File: src/rtl/hmm_pkg.sv
// Shared types and defaults for the HMM-Viterbi front end.
package hmm_pkg;

  typedef enum logic [2:0] {
    ST_IDLE  = 3'd0,
    ST_SETUP = 3'd1,
    ST_SHIFT = 3'd2,
    ST_HOLD  = 3'd3,
    ST_QUIET = 3'd4
  } spi_state_t;

  localparam int SPI_CLK_DIV      = 2;
  localparam int SPI_QUIET_CYCLES = 4;

  function automatic int max2(input int a, input int b);
    return (a > b) ? a : b;
  endfunction

endpackage

File: src/rtl/spi_shift_chan.sv
// One ADC channel: frame shift register (MSB first) and leading-zero check.
module spi_shift_chan #(
  parameter int FRAME_BITS = 16,
  parameter int LEAD_ZEROS = 4,
  parameter int DATA_BITS  = 12
) (
  input  logic                 clk_i,
  input  logic                 rst_i,
  input  logic                 shift_en_i,
  input  logic                 sdata_i,
  output logic [DATA_BITS-1:0] data_o,
  output logic                 lead_err_o
);

  logic [FRAME_BITS-1:0] sr_q, sr_d;

  // Shift one bit in on each sampling strobe; hold otherwise.
  always_comb begin
    sr_d = sr_q;
    if (shift_en_i) sr_d = {sr_q[FRAME_BITS-2:0], sdata_i};
  end

  // Shift register state; reset drops any partial frame.
  always_ff @(posedge clk_i) begin
    if (rst_i) sr_q <= '0;
    else       sr_q <= sr_d;
  end

  assign data_o = sr_q[FRAME_BITS-1-LEAD_ZEROS -: DATA_BITS];

  if (LEAD_ZEROS > 0) begin : g_lead
    assign lead_err_o = |sr_q[FRAME_BITS-1 -: LEAD_ZEROS];
  end else begin : g_nolead
    assign lead_err_o = 1'b0;
  end

endmodule

File: src/rtl/spi_adc_sampler.sv
// Serial ADC front end: generates P_SCLK/P_nCS frames, captures CHANNELS
// data lines and presents aligned samples on a valid/ready interface.
module spi_adc_sampler
  import hmm_pkg::*;
#(
  parameter int CLK_DIV      = SPI_CLK_DIV,
  parameter int FRAME_BITS   = 16,
  parameter int LEAD_ZEROS   = 4,
  parameter int DATA_BITS    = 12,
  parameter int CHANNELS     = 1,
  parameter int QUIET_CYCLES = SPI_QUIET_CYCLES
) (
  input  logic                          clk,
  input  logic                          rst,
  input  logic                          start,
  input  logic                          continuous,
  input  logic [CHANNELS-1:0]           P_SDATA,
  output logic                          P_SCLK,
  output logic                          P_nCS,
  output logic [CHANNELS*DATA_BITS-1:0] sample_data,
  output logic                          sample_valid,
  input  logic                          sample_ready,
  output logic                          frame_err,
  output logic                          overrun,
  input  logic                          overrun_clr,
  output logic                          busy
);

  localparam int CW = $clog2(max2(CLK_DIV, QUIET_CYCLES) + 1);
  localparam int BW = $clog2(FRAME_BITS + 1);
  localparam logic [CW-1:0] DIV_LAST   = CW'(CLK_DIV - 1);
  localparam logic [CW-1:0] QUIET_LAST = CW'(QUIET_CYCLES - 1);
  localparam logic [BW-1:0] BIT_LAST   = BW'(FRAME_BITS - 1);

  spi_state_t state_q, state_d;
  logic [CW-1:0] cnt_q, cnt_d;     // divider / quiet counter
  logic [BW-1:0] bit_q, bit_d;     // bit period within SHIFT
  logic          phase_q, phase_d; // 0 = SCLK low half, 1 = high half
  logic          sclk_q, sclk_d;
  logic          ncs_q, ncs_d;
  logic          shift_en, xfer;

  logic [CHANNELS*DATA_BITS-1:0] chan_data;
  logic [CHANNELS-1:0]           chan_err;

  logic [CHANNELS*DATA_BITS-1:0] data_q, data_d;
  logic                          valid_q, valid_d;
  logic                          err_q, err_d;
  logic                          ovr_q, ovr_d;

  // State register; SCLK/nCS are registered so the pins never glitch.
  always_ff @(posedge clk) begin
    if (rst) begin
      state_q <= ST_IDLE;
      cnt_q   <= '0;
      bit_q   <= '0;
      phase_q <= 1'b0;
      sclk_q  <= 1'b1;
      ncs_q   <= 1'b1;
    end else begin
      state_q <= state_d;
      cnt_q   <= cnt_d;
      bit_q   <= bit_d;
      phase_q <= phase_d;
      sclk_q  <= sclk_d;
      ncs_q   <= ncs_d;
    end
  end

  // Next-state: frame sequencing and the divider/bit counters.
  always_comb begin
    state_d = state_q;
    cnt_d   = cnt_q;
    bit_d   = bit_q;
    phase_d = phase_q;
    case (state_q)
      ST_IDLE: begin
        if (start || continuous) begin
          state_d = ST_SETUP;
          cnt_d   = '0;
        end
      end
      ST_SETUP: begin
        if (cnt_q == DIV_LAST) begin
          state_d = ST_SHIFT;
          cnt_d   = '0;
          bit_d   = '0;
          phase_d = 1'b0;
        end else cnt_d = cnt_q + CW'(1);
      end
      ST_SHIFT: begin
        if (cnt_q == DIV_LAST) begin
          cnt_d = '0;
          if (!phase_q) phase_d = 1'b1;
          else begin
            phase_d = 1'b0;
            if (bit_q == BIT_LAST) state_d = ST_HOLD;
            else                   bit_d   = bit_q + BW'(1);
          end
        end else cnt_d = cnt_q + CW'(1);
      end
      ST_HOLD: begin
        if (cnt_q == DIV_LAST) begin
          state_d = ST_QUIET;
          cnt_d   = '0;
        end else cnt_d = cnt_q + CW'(1);
      end
      ST_QUIET: begin
        if (cnt_q == QUIET_LAST) begin
          state_d = continuous ? ST_SETUP : ST_IDLE;
          cnt_d   = '0;
        end else cnt_d = cnt_q + CW'(1);
      end
      default: state_d = ST_IDLE;
    endcase
  end

  // Outputs: pin levels follow the next state; strobes decode the current one.
  always_comb begin
    ncs_d    = (state_d == ST_IDLE) || (state_d == ST_QUIET);
    sclk_d   = !((state_d == ST_SHIFT) && !phase_d);
    shift_en = (state_q == ST_SHIFT) && !phase_q && (cnt_q == DIV_LAST);
    xfer     = (state_q == ST_HOLD) && (cnt_q == DIV_LAST);
  end

  for (genvar c = 0; c < CHANNELS; c++) begin : g_chan
    spi_shift_chan #(
      .FRAME_BITS (FRAME_BITS),
      .LEAD_ZEROS (LEAD_ZEROS),
      .DATA_BITS  (DATA_BITS)
    ) u_chan (
      .clk_i      (clk),
      .rst_i      (rst),
      .shift_en_i (shift_en),
      .sdata_i    (P_SDATA[c]),
      .data_o     (chan_data[c*DATA_BITS +: DATA_BITS]),
      .lead_err_o (chan_err[c])
    );
  end

  // Output register: a transfer always lands; it flags overrun when it
  // replaces a sample the consumer has not taken on this same edge.
  always_comb begin
    data_d  = data_q;
    valid_d = valid_q;
    err_d   = err_q;
    ovr_d   = ovr_q && !overrun_clr;
    if (xfer) begin
      data_d  = chan_data;
      err_d   = |chan_err;
      valid_d = 1'b1;
      if (valid_q && !sample_ready) ovr_d = 1'b1;
    end else if (valid_q && sample_ready) begin
      valid_d = 1'b0;
    end
  end

  // Output register state.
  always_ff @(posedge clk) begin
    if (rst) begin
      data_q  <= '0;
      valid_q <= 1'b0;
      err_q   <= 1'b0;
      ovr_q   <= 1'b0;
    end else begin
      data_q  <= data_d;
      valid_q <= valid_d;
      err_q   <= err_d;
      ovr_q   <= ovr_d;
    end
  end

  assign P_SCLK       = sclk_q;
  assign P_nCS        = ncs_q;
  assign sample_data  = data_q;
  assign sample_valid = valid_q;
  assign frame_err    = err_q;
  assign overrun      = ovr_q;
  assign busy         = (state_q != ST_IDLE);

endmodule
File: config.mk
export PLATFORM = sky130hd
export DESIGN_NAME = spi_adc_sampler
export DESIGN_NICKNAME = d
export VERILOG_FILES = /design/src/rtl/hmm_pkg.sv /design/src/rtl/spi_shift_chan.sv /design/src/rtl/spi_adc_sampler.sv
export SDC_FILE = /design/constraint.sdc
export NUM_CORES = 1
export LEC_CHECK = 0
export BUFFER_PORTS_ARGS = -buffer_cell sky130_fd_sc_hd__buf_2
export CELL_PAD_IN_SITES_DETAIL_PLACEMENT = 1
export CELL_PAD_IN_SITES_GLOBAL_PLACEMENT = 1
export CORE_MARGIN = 2
export CORE_UTILIZATION = 40
export CTS_CLUSTER_SIZE = 25
export DETAILED_ROUTE_END_ITERATION = 7
export GPL_TIMING_DRIVEN = 0
export HOLD_SLACK_MARGIN = 0.03
export PLACE_DENSITY = 0.73
export RECOVER_POWER = 50
export SYNTH_ARGS = -nofsm -noshare
export SYNTH_HDL_FRONTEND = slang
export SYNTH_SLANG_ARGS = --single-unit
File: constraint.sdc
create_clock -name clk -period 5.1 [get_ports clk]
set_input_delay 1.02 -clock clk [delete_from_list [all_inputs] [get_ports clk]]
set_output_delay 1.02 -clock clk [all_outputs]
set_load 0.02 [all_outputs]
==> impl_metrics.ini <==
[placement]
portBuffers = 23
post-dp-hpwl_mm = 2.92
dpl_worst_slack_ps = 2810
place_congestion = 0.758
place_area_sq_um = 2070
dp.cells = 282

[route]
ant_nets = 0
avgRoutedWirePerCell_microns = 13.7
drt_first_pass_iters = 4
via_count = 1501
drt_wl_total_mm = 3.97
route.detailed.drc = 0
drtIter0Drc = 54
viasPerCell = 5.19

[worst_hold_path]
min_to = sample_data[3]
hold_class = reg -> reg
min-delay-start = sample_data[3]
hold_depth = 2

[cells_and_area]
drive_above_1_share_pct = 6.75
final_area_sq_um = 2120
num_antenna_cells = 0
fillerInstances = 532
final_cell_mix = dfxtp_1 (45), clkbuf_1 (29), nand2_1 (28), nor2_1 (23), a21oi_1 (20)
finalNonFillerCells = 289
layout_commonest_cell = dfxtp_1
regArea_sq_um = 901
nets = 251
syn_to_final_growth_pct = 12.5
multi_input_area_sq_um = 895

[clock_network]
cts_sinks = 45
clkTransAtPathRegs_ps = 80
clk_latency_ps = 290
cts_resized = 0
clockBufferDepth = 2
postCtsSetupBuffers = 0
cts_buffers = 5
root_buffer = clkbuf_8
cts_tree = done
cts_max_level = 2
postCtsHoldBufs = 0

[global_routing]
grt_pass1_wl_mm = 6.87
grt_pass1_vias = 1530
grt_max_degree = 13
gr-total-overflow = 0
antenna_found_initial = 0
track_usage_pct = 16.7

[sta]
fin_setup_tns_ps = 0
fin_crit_ps = 2390
finalCritPeriodShare_pct = 46.9
fmax_mhz = 418
clock_skew_ps = 6.28
hold_viol = 0
tightest_slew_ps = 533
maxSlewHeadroom_pct = 64.5
rsz0062_at_grt = no
fin_ws_ps = 2710
setup_violations = 0
slew_viol_final = 0

[synthesis]
ys_warn_count = 0
syn_nets = 221
syn_area_per_cell_sq_um = 9.12
ys_ff_latch = 45
ys_types = 44
yosysSeqAreaShare_pct = 47.7
postSynthCellCount = 207
syn-cell-area_sq_um = 1890

[flow_run]
max_cap_violations = 0

[setup_path]
crit_chain = clkbuf_1 -> or3_1 -> buf_2
start_kind = register
worstSetupPathType = reg -> out
r2r_end = bit_q[4]
max_stage_delay_ps = 360
slowest_stage = or3_1
path_delay_family = buffers and inverters
ff2ff_path_depth = 7
end_kind = output pin
worstPathArrival_ps = 1370
path_buf_inv = 2
rrSetupSlack_ps = 2800
reg2reg_from = bit_q[0]
critPathMaxFanout = 10
required_ps = 4080

[floorplanning]
die_h_microns = 72.7
start_util_pct = 42.5
coreArea_sq_um = 4440
die_area_sq_um = 5280
die_w_microns = 72.7
row_count = 24
pin_count = 25

[pwr]
power_density_nw_per_um2 = 312
p_leak_nw = 0.860
ir_drop_uv = 150

[run_status]
outcome = complete, no violations
cell usage after synthesis (all sizes together):
| cell | instances | area share [%] |
|---|---|---|
| a211oi | 2 | 1.1 |
| a21oi | 20 | 5.3 |
| a2bb2oi | 1 | 0.46 |
| a311oi | 1 | 0.46 |
| a31oi | 1 | 0.33 |
| a41oi | 1 | 0.46 |
| and2b | 1 | 0.40 |
| and3 | 2 | 0.66 |
| and4 | 1 | 0.46 |
| buf | 4 | 1.7 |
| clkbuf | 8 | 1.6 |
| dfxtp | 45 | 48 |
| ha | 7 | 4.6 |
| inv | 8 | 1.6 |
| mux2i | 17 | 9.0 |
| nand2 | 28 | 5.6 |
| nand2b | 6 | 2.0 |
| nand3 | 4 | 1.1 |
| nand3b | 1 | 0.40 |
| nand4 | 2 | 0.66 |
| nor2 | 23 | 4.6 |
| nor2b | 2 | 0.66 |
| nor3 | 2 | 0.53 |
| nor3b | 1 | 0.40 |
| nor4 | 1 | 0.33 |
| nor4b | 1 | 0.80 |
| o211a | 1 | 0.53 |
| o21ai | 2 | 0.53 |
| o21ba | 1 | 0.53 |
| o21bai | 1 | 0.40 |
| o22a | 1 | 0.46 |
| o22ai | 2 | 0.66 |
| o31a | 1 | 0.46 |
| o41ai | 1 | 0.46 |
| or3 | 2 | 0.66 |
| or3b | 1 | 0.46 |
| or4 | 1 | 0.40 |
| or4b | 1 | 0.53 |
| or4bb | 1 | 0.60 |
| xor2 | 1 | 0.46 |
report_power, final:
part / internal [W] / switching (W)
combinational: 0.0000318 / 0.0000505
clock: 0.000107 / 0.000107
sequential: 0.000360 / 0.00000641
total: 0.000499 / 0.000164
worst register-to-register path, cell delays in order (launching register included):
cell,delay [ps]
dfxtp_1,350
ha_1,230
and3_1,190
ha_1,220
or4bb_1,490
a211oi_2,410
mux2i_1,240
nor2_1,50
stage by stage:
stage,power (W),util (%),hold WS (ps)
global placement,0.000457,46.5,443
global route,0.000701,47.8,491
finish,0.000663,47.8,460
detailed placement,0.000459,46.5,448
CTS,0.000675,48.5,459
floorplan,0.000436,-,443
registers in the layout (all words and copies together) (netlist names):
register            count
state_q                 3
bit_q                   5
phase_q                 1
frame_err               1
sample_valid            1
cnt_q                   3
P_SCLK                  1
g_chan.u_chan.sr_q     16
P_nCS                   1
sample_data            12
overrun                 1
layout make-up:
type | instances | share of cell area, %
flip-flops and latches | 45 | 42.4
multi-input cells | 142 | 42.1
repair buffers | 23 | 4.42
clock buffers | 7 | 4.07
well taps | 52 | 3.06
plain buffers | 12 | 2.47
inverters | 8 | 1.41
worst max path at each step:
stage	startpoint	to	slack [ps]	cells past startpoint
floorplan	bit_q[0]	bit_q[4]	3000	7
global route	bit_q[0]	bit_q[1]	2610	7
detailed placement	start	cnt_q[0]	2810	5
CTS	state_q[0]	busy	2700	3
finish	state_q[1]	busy	2710	3
global placement	bit_q[0]	bit_q[4]	2810	7
cell families after synthesis:
kind of cell | Yosys count | synth area share (%)
and+or+nand+nor | 81 | 21.2
DFF | 45 | 47.7
AOI/OAI and AO/OA | 36 | 12.1
buffers and inverters | 20 | 4.84
muxes | 17 | 9.02
adders and majority gates | 7 | 4.64
xor gates and xnor gates | 1 | 0.464
metal layers:
layer / part of all wire (%) / vias up / track usage (%)
met5: 0 / - / 0
met4: 1.4 / 0 / 6.17
met3: 2.3 / 7 / 3.31
met2: 49 / 14 / 28.7
met1: 47 / 711 / 20.8
li1: - / 769 / -
(Power assumes the default switching activity.)
